--- src/rtl/iteration_var_scatter.sv ---
// iteration_var_scatter: route one iteration-variable word into a selected program-block slot, all other slots held at zero
module iteration_var_scatter #(
  parameter int MAX_NO_OF_PROGRAM_BLOCKS = 12,
  parameter int ITERATION_VARIABLE_WIDTH = 16,
  parameter int SEL_WIDTH = 4
) (
  input  logic clk,
  input  logic rst,
  input  logic in_valid,
  output logic in_ready,
  input  logic [SEL_WIDTH-1:0] in_sel,
  input  logic [ITERATION_VARIABLE_WIDTH-1:0] in_value,
  input  logic release_req,
  output logic [0:MAX_NO_OF_PROGRAM_BLOCKS*ITERATION_VARIABLE_WIDTH-1] out,
  output logic [MAX_NO_OF_PROGRAM_BLOCKS-1:0] active_onehot,
  output logic busy,
  output logic sel_error
);
  localparam int N = MAX_NO_OF_PROGRAM_BLOCKS;
  localparam int W = ITERATION_VARIABLE_WIDTH;
  typedef enum logic [1:0] {IDLE, DRIVE, CLEAR} state_t;
  state_t state;
  logic accept, sel_ok;
  logic [0:N*W-1] next_out;
  logic [N-1:0] next_hot;
  assign in_ready = !rst && state != CLEAR;
  assign busy = state == DRIVE || state == CLEAR;
  assign accept = in_valid && in_ready;
  assign sel_ok = 32'(in_sel) < N;
  // Build the bus image with only the selected slot carrying the new word
  always_comb begin
    next_out = '0;
    next_hot = '0;
    for (int i = 0; i < N; i++) begin
      next_out[i*W +: W] = in_sel == SEL_WIDTH'(i) ? in_value : '0;
      next_hot[i] = in_sel == SEL_WIDTH'(i);
    end
  end
  // Load/retarget wins over release; release drops into a one-cycle clear guard
  always_ff @(posedge clk) begin
    if (rst) begin
      state <= IDLE;
      out <= '0;
      active_onehot <= '0;
      sel_error <= 1'b0;
    end else begin
      sel_error <= accept && !sel_ok;
      if (accept && sel_ok) begin
        out <= next_out;
        active_onehot <= next_hot;
        state <= DRIVE;
      end else if (state == DRIVE && release_req) begin
        out <= '0;
        active_onehot <= '0;
        state <= CLEAR;
      end else if (state == CLEAR) begin
        state <= IDLE;
      end
    end
  end
endmodule

--- config.mk ---
export PLATFORM = sky130hd
export DESIGN_NAME = iteration_var_scatter
export DESIGN_NICKNAME = d
export VERILOG_FILES = /design/src/rtl/iteration_var_scatter.sv
export SDC_FILE = /design/constraint.sdc
export NUM_CORES = 1
export LEC_CHECK = 0
export CORE_MARGIN = 4
export CORE_UTILIZATION = 26
export DETAILED_ROUTE_END_ITERATION = 10
export GPL_TIMING_DRIVEN = 0
export SYNTH_ARGS = -nofsm -noshare
export SYNTH_HDL_FRONTEND = slang
export SYNTH_SLANG_ARGS = --single-unit
--- constraint.sdc ---
create_clock -name clk -period 3.1 [get_ports clk]
set_input_delay 0.62 -clock clk [delete_from_list [all_inputs] [get_ports clk]]
set_output_delay 0.62 -clock clk [all_outputs]
set_load 0.02 [all_outputs]
After elaboration in Yosys (flattened, before gate mapping)
Cells that the tools add are included.
{ "word_totals": {"register_bits": 207, "output_inout_bits": 207, "wordCells": 52} }
{ "classes": {"order_cmp": 1, "eq_ne": 14, "muxes": 19, "n_reduce_logical": 13} }
{ "op_table": {"columns": ["cell", "count"], "rows": [
  ["$mux 192", 2],
  ["$mux 16", 12],
  ["$mux 12", 2],
  ["$eq 4x3->1 const B", 4],
  ["$eq 4x4->1 const B", 4],
  ["$eq 4x2->1 const B", 2],
  ["$logic_and 1x1->1", 5],
  ["$eq 4x1->1 const B", 1],
  ["$logic_not 4->1", 1],
  ["$lt 4x4->1 const B", 1],
  ["$mux 2", 2],
  ["$reduce_bool 2->1", 2],
  ["$reduce_bool 3->1", 1],
  ["$eq 2x1->1 const B", 1],
  ["$eq 2x2->1 const B", 1],
  ["$logic_not 1->1", 2],
  ["$ne 2x2->1 const B", 1],
  ["$reduce_or 2->1", 1],
  ["$logic_or 1x1->1", 1],
  ["$mux 1", 1]
]} }

Depth between registers and ports, before layout
Gate-level depths: netlist of the first run.
{ "logic_depth": {"word_depth": 5, "depth_mapped": 7, "ltp_nobuf": 5} }

Worst setup path after synthesis of the first run
Ideal clock, no wire load.
{ "synth_timing": {"path_kind": "input port to flip-flop", "from": "input port rst", "to": "register out[48] (netlist name)", "arrival_ns": 1.901, "t_required_ns": 3.039, "setup_slack_ns": 1.138, "stages": 5, "cell_sequence": "nor2_1 -> and2_1 -> clkbuf_1 -> clkbuf_1 -> a32o_1"} }
{ "synth_via": {"elab_chain_len": 5, "word_cells_on_any_way": 6} }
{ "synth_rtl": {"columns": ["element", "line", "rtl"], "rows": [
  ["start: declaration", "8", "input logic rst,"],
  ["$logic_not 1->1", "26", "assign in_ready = !rst && state != CLEAR;"],
  ["$logic_and 1x1->1", "26", null],
  ["$logic_and 1x1->1", "28", "assign accept = in_valid && in_ready;"],
  ["$logic_and 1x1->1", "48", "if (accept && sel_ok) begin"],
  ["$mux 192 / $reduce_bool 2->1 (equally long branches)", null, null],
  ["end signal: assignment", "49", "out <= next_out;"],
  ["end: declaration", "14", "output logic [0:MAX_NO_OF_PROGRAM_BLOCKS*ITERATION_VARIABLE_WIDTH-1] out,"]
]} }
Several ways; a longest one is shown, not always the timed one.
A chain may end at the register's enable or synchronous reset.

Final worst setup path of the first run
{ "layout_timing": {"from": "input port rst", "to": "output port in_ready"} }
{ "layout_via": {"elab_chain_len": 2} }
{ "layout_rtl": {"columns": ["element", "line", "rtl"], "rows": [
  ["$logic_not 1->1", "26", null],
  ["$logic_and 1x1->1", "26", null],
  ["end: declaration", "10", "output logic in_ready,"]
]} }
Every way passes these cells.

==> results of run 1 <==
-- worst max-delay path, cell delays in order --
cell,delay [ns]
clkdlybuf4s50_1,0.50
nor2_1,0.18
clkdlybuf4s50_1,0.63
-- through the flow --
stage / std cells / cell area, um^2
2_1_floorplan: 524 / 6640
3_3_place_gp: 1084 / 9360
3_5_place_dp: 1084 / 9360
4_1_cts: 1125 / 10100
5_1_grt: 1125 / 10100
6_report: 1125 / 10100
-- power by group --
part           switching, mW  internal [mW]  total (mW)  leakage, nW
clock network           1.09           1.52        2.61        0.367
logic                  0.277          0.137       0.414         1.56
registers             0.0158           2.69        2.70         1.67
-- logic make-up after synthesis --
kind of cell	after synthesis	synth area share
buf+inv	74	0.0505
simple gates	33	0.0294
flops	207	0.624
fa+ha+maj	2	0.00377
compound gates	208	0.293
-- worst paths after layout --
kind         slack, ns  endpoint  cells after the start  startpoint
max               0.55  in_ready                      3         rst
min               0.46   out[55]                      1     out[55]
min reg2reg       0.46   out[55]                      1     out[55]
max reg2reg       0.72   out[51]                      7    state[0]
-- metal layers --
metal,track usage,wire length (um),vias up
met5,0,0,-
met4,0.0508,811,0
met1,0.220,11100,2762
met3,0.0524,2010,44
met2,0.273,11400,194
li1,-,-,2573
-- flip-flops by register name, summed over array words and instances (netlist names) --
signal and cells:
active_onehot 12, out 192, sel_error 1, state 2
-- cell type report --
cell class	instances	area (um^2)	share of cell area
plain buffers	70	320	0.0318
clock buffers	29	628	0.0623
clock inverters	12	92.6	0.00919
inverters	4	15.0	0.00149
multi-input cells	243	2160	0.215
flip-flops and latches	207	4140	0.411
well taps	330	413	0.0410
repair buffers	230	2300	0.228
-- cells in the final DEF (no fill, tap or decap), types with 2 or more instances in the layout --
master / instances
a22o_1: 108
a32o_1: 96
and2_0: 6
and2_1: 11
buf_1: 2
buf_2: 4
buf_4: 14
clkbuf_1: 53
clkbuf_16: 23
clkbuf_8: 3
clkdlybuf4s50_1: 230
clkinv_2: 9
dfxtp_1: 207
ha_1: 2
inv_1: 4
nand2_1: 4
nand2b_1: 2
nor2_1: 4
nor3_1: 3
==> flow_summary.toml, run 1 <==
[timing]
slew-limit-headroom = 0.276
hold-worst-slack_ns = 0.461
fin_crit_sh = 0.824
finalWorstSetupSlack_ns = 0.546
setup_viol = 0
period_needed_ns = 2.55
rsz0062_at_grt = "no"
hold_viol = 0
fin_tns_setup_ns = 0
max_freq_ghz = 0.392
fin_skew_ns = 0.0101
drv_slew = 0
tightest_slew_ns = 1.08

[cts]
tritoncts = "done"
root_buffer = "clkbuf_16"
cts_setup_buffers = 0
insertion_delay_ns = 0.50
hold_buffers = 0
cts-resized-gates = 0
htreeDepth = 1
clock_path_buffers = 3
path_clk_slew_ns = 0.05
cts.sinks = 207
cts-buffers-inserted = 23

[yosys]
synthFlopType = "dfxtp_1"
synth_edf_count = 0
yosys_warnings = 0
avgSynthCellArea_um2 = 12.7
syn_inst = 524
synth_cell_types = 22
post-synth-top-count-cell = "dfxtp_1"
yosys-top-cells-area = "dfxtp_1, a32o_1, a22o_1"
yosysSeqAreaShare = 0.624
synthArstFlopShare = 0
synth_area_leader_cell = "dfxtp_1"
synthesis.area_um2 = 6640
synth_top_area_share = 0.624
synth_seq_cells = 207
synthTopCellsByCount = "dfxtp_1, a22o_1, a32o_1"
synth_fp_nets = 550

[floorplanning]
core_um2 = 25200
chipWidth_um = 168
std_cell_rows = 58
dieHeight_um = 168
pin_count = 231
dieArea_um2 = 28200
initial_utilization = 0.264

[drt]
post_drt_via_cell_ratio = 4.95
drc = 0
antenna_left = 0
dr.pass1.iters = 4
wl_um = 25300
vias = 5573
wire_per_inst_um = 22.5
initialDrtViolationCount = 266

[place]
post-dp-hpwl_um = 17900
globalplace.congestion = 0.764
dp_worst_setup_slack_ns = 0.130
io_buffers = 230

[pwr]
power_density_nw_per_um2 = 569
power_mw = 5.73
p_leak_nw = 3.60
ir_drop_mv = 0.439

[run]
drv_cap = 0

[global_routing]
grt_max_degree = 14
antenna_found_initial = 0
overflow = 0
grt_usage = 0.170
grt_pass1_wl_um = 36600
grt_pass1_vias = 5594

[setup_path]
start_kind = "input pin"
critPathMaxFanout = 5
path_class = "input pin to primary output"
cp.required_ns = 2.48
worstPathArrival_ns = 1.93
end_kind = "primary output"

[final_layout]
diodes = 0
fill_cells = 2421
drive_above_1_share = 0.0742
syn2layout_area_growth_pct = 51.7
final_nets = 805
fin_util = 0.400

[hold_path]
hold_class = "register to register"

[outcome]
run_status = "finished, final reports clean"
No activity file was read; power rests on OpenSTA's default activity.
==> run 2, diff against run 1 <==
==> constraint.sdc (replaced) <==
create_clock -name clk -period 2.1 [get_ports clk]
set_input_delay 0.42 -clock clk [delete_from_list [all_inputs] [get_ports clk]]
set_output_delay 0.42 -clock clk [all_outputs]
set_load 0.02 [all_outputs]
==> run 2 against run 1 <==
- combinational power is 50% higher
- wire length hardly changed
- count of clock-buffer cells in the layout unchanged
- first-iteration DRC count grew 4.9%
- via count stayed put
- cell count decreased by 0.18%
- sequential cell count unchanged
- non-clock buffer count fell by 2
- largest cell class unchanged
- highest routed layer unchanged
==> flow_summary.toml, run 2 (same netlist as run 1, synthesis figures left out) <==
[global_routing]
grt_max_degree = 14
overflow = 0
grt_pass1_wl_um = 36600
antenna_found_initial = 0
grt_usage = 0.170
grt_pass1_vias = 5600

[pwr]
p_int_mw = 6.42
pwr-share-seq = 0.471
power_mw = 8.48
ir_drop_mv = 0.648
p_leak_nw = 3.67
combPwrFrac = 0.073
power_switching_mw = 2.06
power_density_nw_per_um2 = 837
clockPowerShare = 0.456
power_switching_share = 0.243

[timing]
fin_crit_sh = 0.947
hold_viol = 0
rsz0062_at_grt = "no"
period_needed_ns = 1.99
tightest_slew_ns = 0.651
max_freq_ghz = 0.503
slew-limit-headroom = 0.566
drv_slew = 0
setup_viol = 0
fin_skew_ns = 0.00999

[final_layout]
fill_cells = 2426
syn2layout_area_growth_pct = 52.5
fin_area_um2 = 10100
drive_above_1_share = 0.106
fin_util = 0.402
diodes = 0
layoutNonFillerInstCount = 1123
final_cell_mix = "clkdlybuf4s50_1, dfxtp_1, a22o_1, a32o_1, clkbuf_1"
regArea_um2 = 4140
multi_input_area_um2 = 2200
final_common_cell = "clkdlybuf4s50_1"
largest_reg_flops = 192
final_nets = 803
top_regs = "out: 192 flops, active_onehot: 12 flops, state: 2 flops"
top_register = "out"

[setup_path]
crit_top_cell = "clkbuf_1"
crit_slowest_cell = "nor2_1"
crit_chain = "clkdlybuf4s50_1 > nand2b_1 > clkbuf_1 > nor2_1 > clkbuf_1 > a32o_1"
cp.required_ns = 2.54
worstPathArrival_ns = 2.43
path_buf_inv = 3
end_kind = "register"
critPathMaxFanout = 10
start_kind = "input pin"
critical_path.top_delay_family = "buffers and inverters"
max_stage_delay_ns = 0.53
path_class = "input pin to register"

[cts]
htreeDepth = 1
insertion_delay_ns = 0.50
cts.sinks = 207
hold_buffers = 0
path_clk_slew_ns = 0.06
root_buffer = "clkbuf_16"
clock_path_buffers = 3
cts-buffers-inserted = 23
tritoncts = "done"

[run]
drv_cap = 0

[place]
post-dp-hpwl_um = 17900
placed_area_um2 = 9360
globalplace.congestion = 0.764
io_buffers = 230
dpl.cell_count = 1084

[drt]
drc = 0
antenna_left = 0
dr.pass1.iters = 5
wl_um = 25300
post_drt_via_cell_ratio = 4.96
initialDrtViolationCount = 279
wire_per_inst_um = 22.5
vias = 5573

[outcome]
run_status = "finished, final reports clean"

[floorplanning]
core_um2 = 25200
std_cell_rows = 58
chipWidth_um = 168
dieArea_um2 = 28200
initial_utilization = 0.264
dieHeight_um = 168
pin_count = 231

[hold_path]
hold_class = "register to register"
[run 2: cell types whose count changed in the layout (fill, tap and decap cells not counted), moves of 2 or more]
cell | before | now
clkbuf_1 | 53 | 30
nor2_2 | 0 | 2
clkbuf_2 | 0 | 20
clkbuf_4 | 0 | 2
nor2_1 | 4 | 2
nor3_1 | 3 | 1
clkdlybuf4s50_1 | 230 | 228
[run 2: layout make-up]
class                   count  area share
plain buffers              68      0.0339
clock buffers              29      0.0620
clock inverters            12     0.00914
inverters                   4     0.00148
multi-input cells         243       0.217
flip-flops and latches    207       0.409
well taps                 330      0.0408
repair buffers            230       0.227
[run 2: metal layers]
| layer | vias up | track usage | part of all wire |
|---|---|---|---|
| met3 | 41 | 0.0524 | 0.083 |
| met1 | 2758 | 0.220 | 0.44 |
| met5 | - | 0 | 0 |
| met4 | 0 | 0.0508 | 0.032 |
| li1 | 2572 | - | - |
| met2 | 202 | 0.273 | 0.45 |
[run 2: final timing paths]
kind,depth (start not counted),start,to,slack [ns]
worst max-delay path,6,in_sel[3],out[56],0.11
worst min-delay path,1,out[55],out[55],0.46
worst max register to register,7,state[0],out[13],0.14
worst min register to register,1,out[55],out[55],0.46
[run 2: stage by stage]
stage	TNS, ns	setup WS, ns	hold slack, ns
2_1_floorplan	0	0.140	0.461
3_3_place_gp	-103.85	-0.695	0.446
3_5_place_dp	-104.29	-0.670	0.453
4_1_cts	0	0.00101	0.466
5_1_grt	0	0.00235	0.474
6_report	0	0.111	0.462
[run 2: timing repair]
item / CTS / global route
endpoints found under the hold margin: 0 / 0
cloned: 0 / 0
endpoints found under the setup margin: 172 / 148
gates resized for setup: 13 / 33
setup buffers: 0 / 0
[run 2: power groups by stage]
| stage | registers [mW] | clock network [mW] | logic [mW] |
|---|---|---|---|
| after floorplan | 4.12 | 0 | 0.249 |
| after global placement | 4.08 | 0 | 0.616 |
| after detailed placement | 4.08 | 0 | 0.617 |
| after CTS | 3.99 | 3.94 | 0.622 |
| after global routing | 3.99 | 4.08 | 0.662 |
| final | 3.99 | 3.86 | 0.622 |
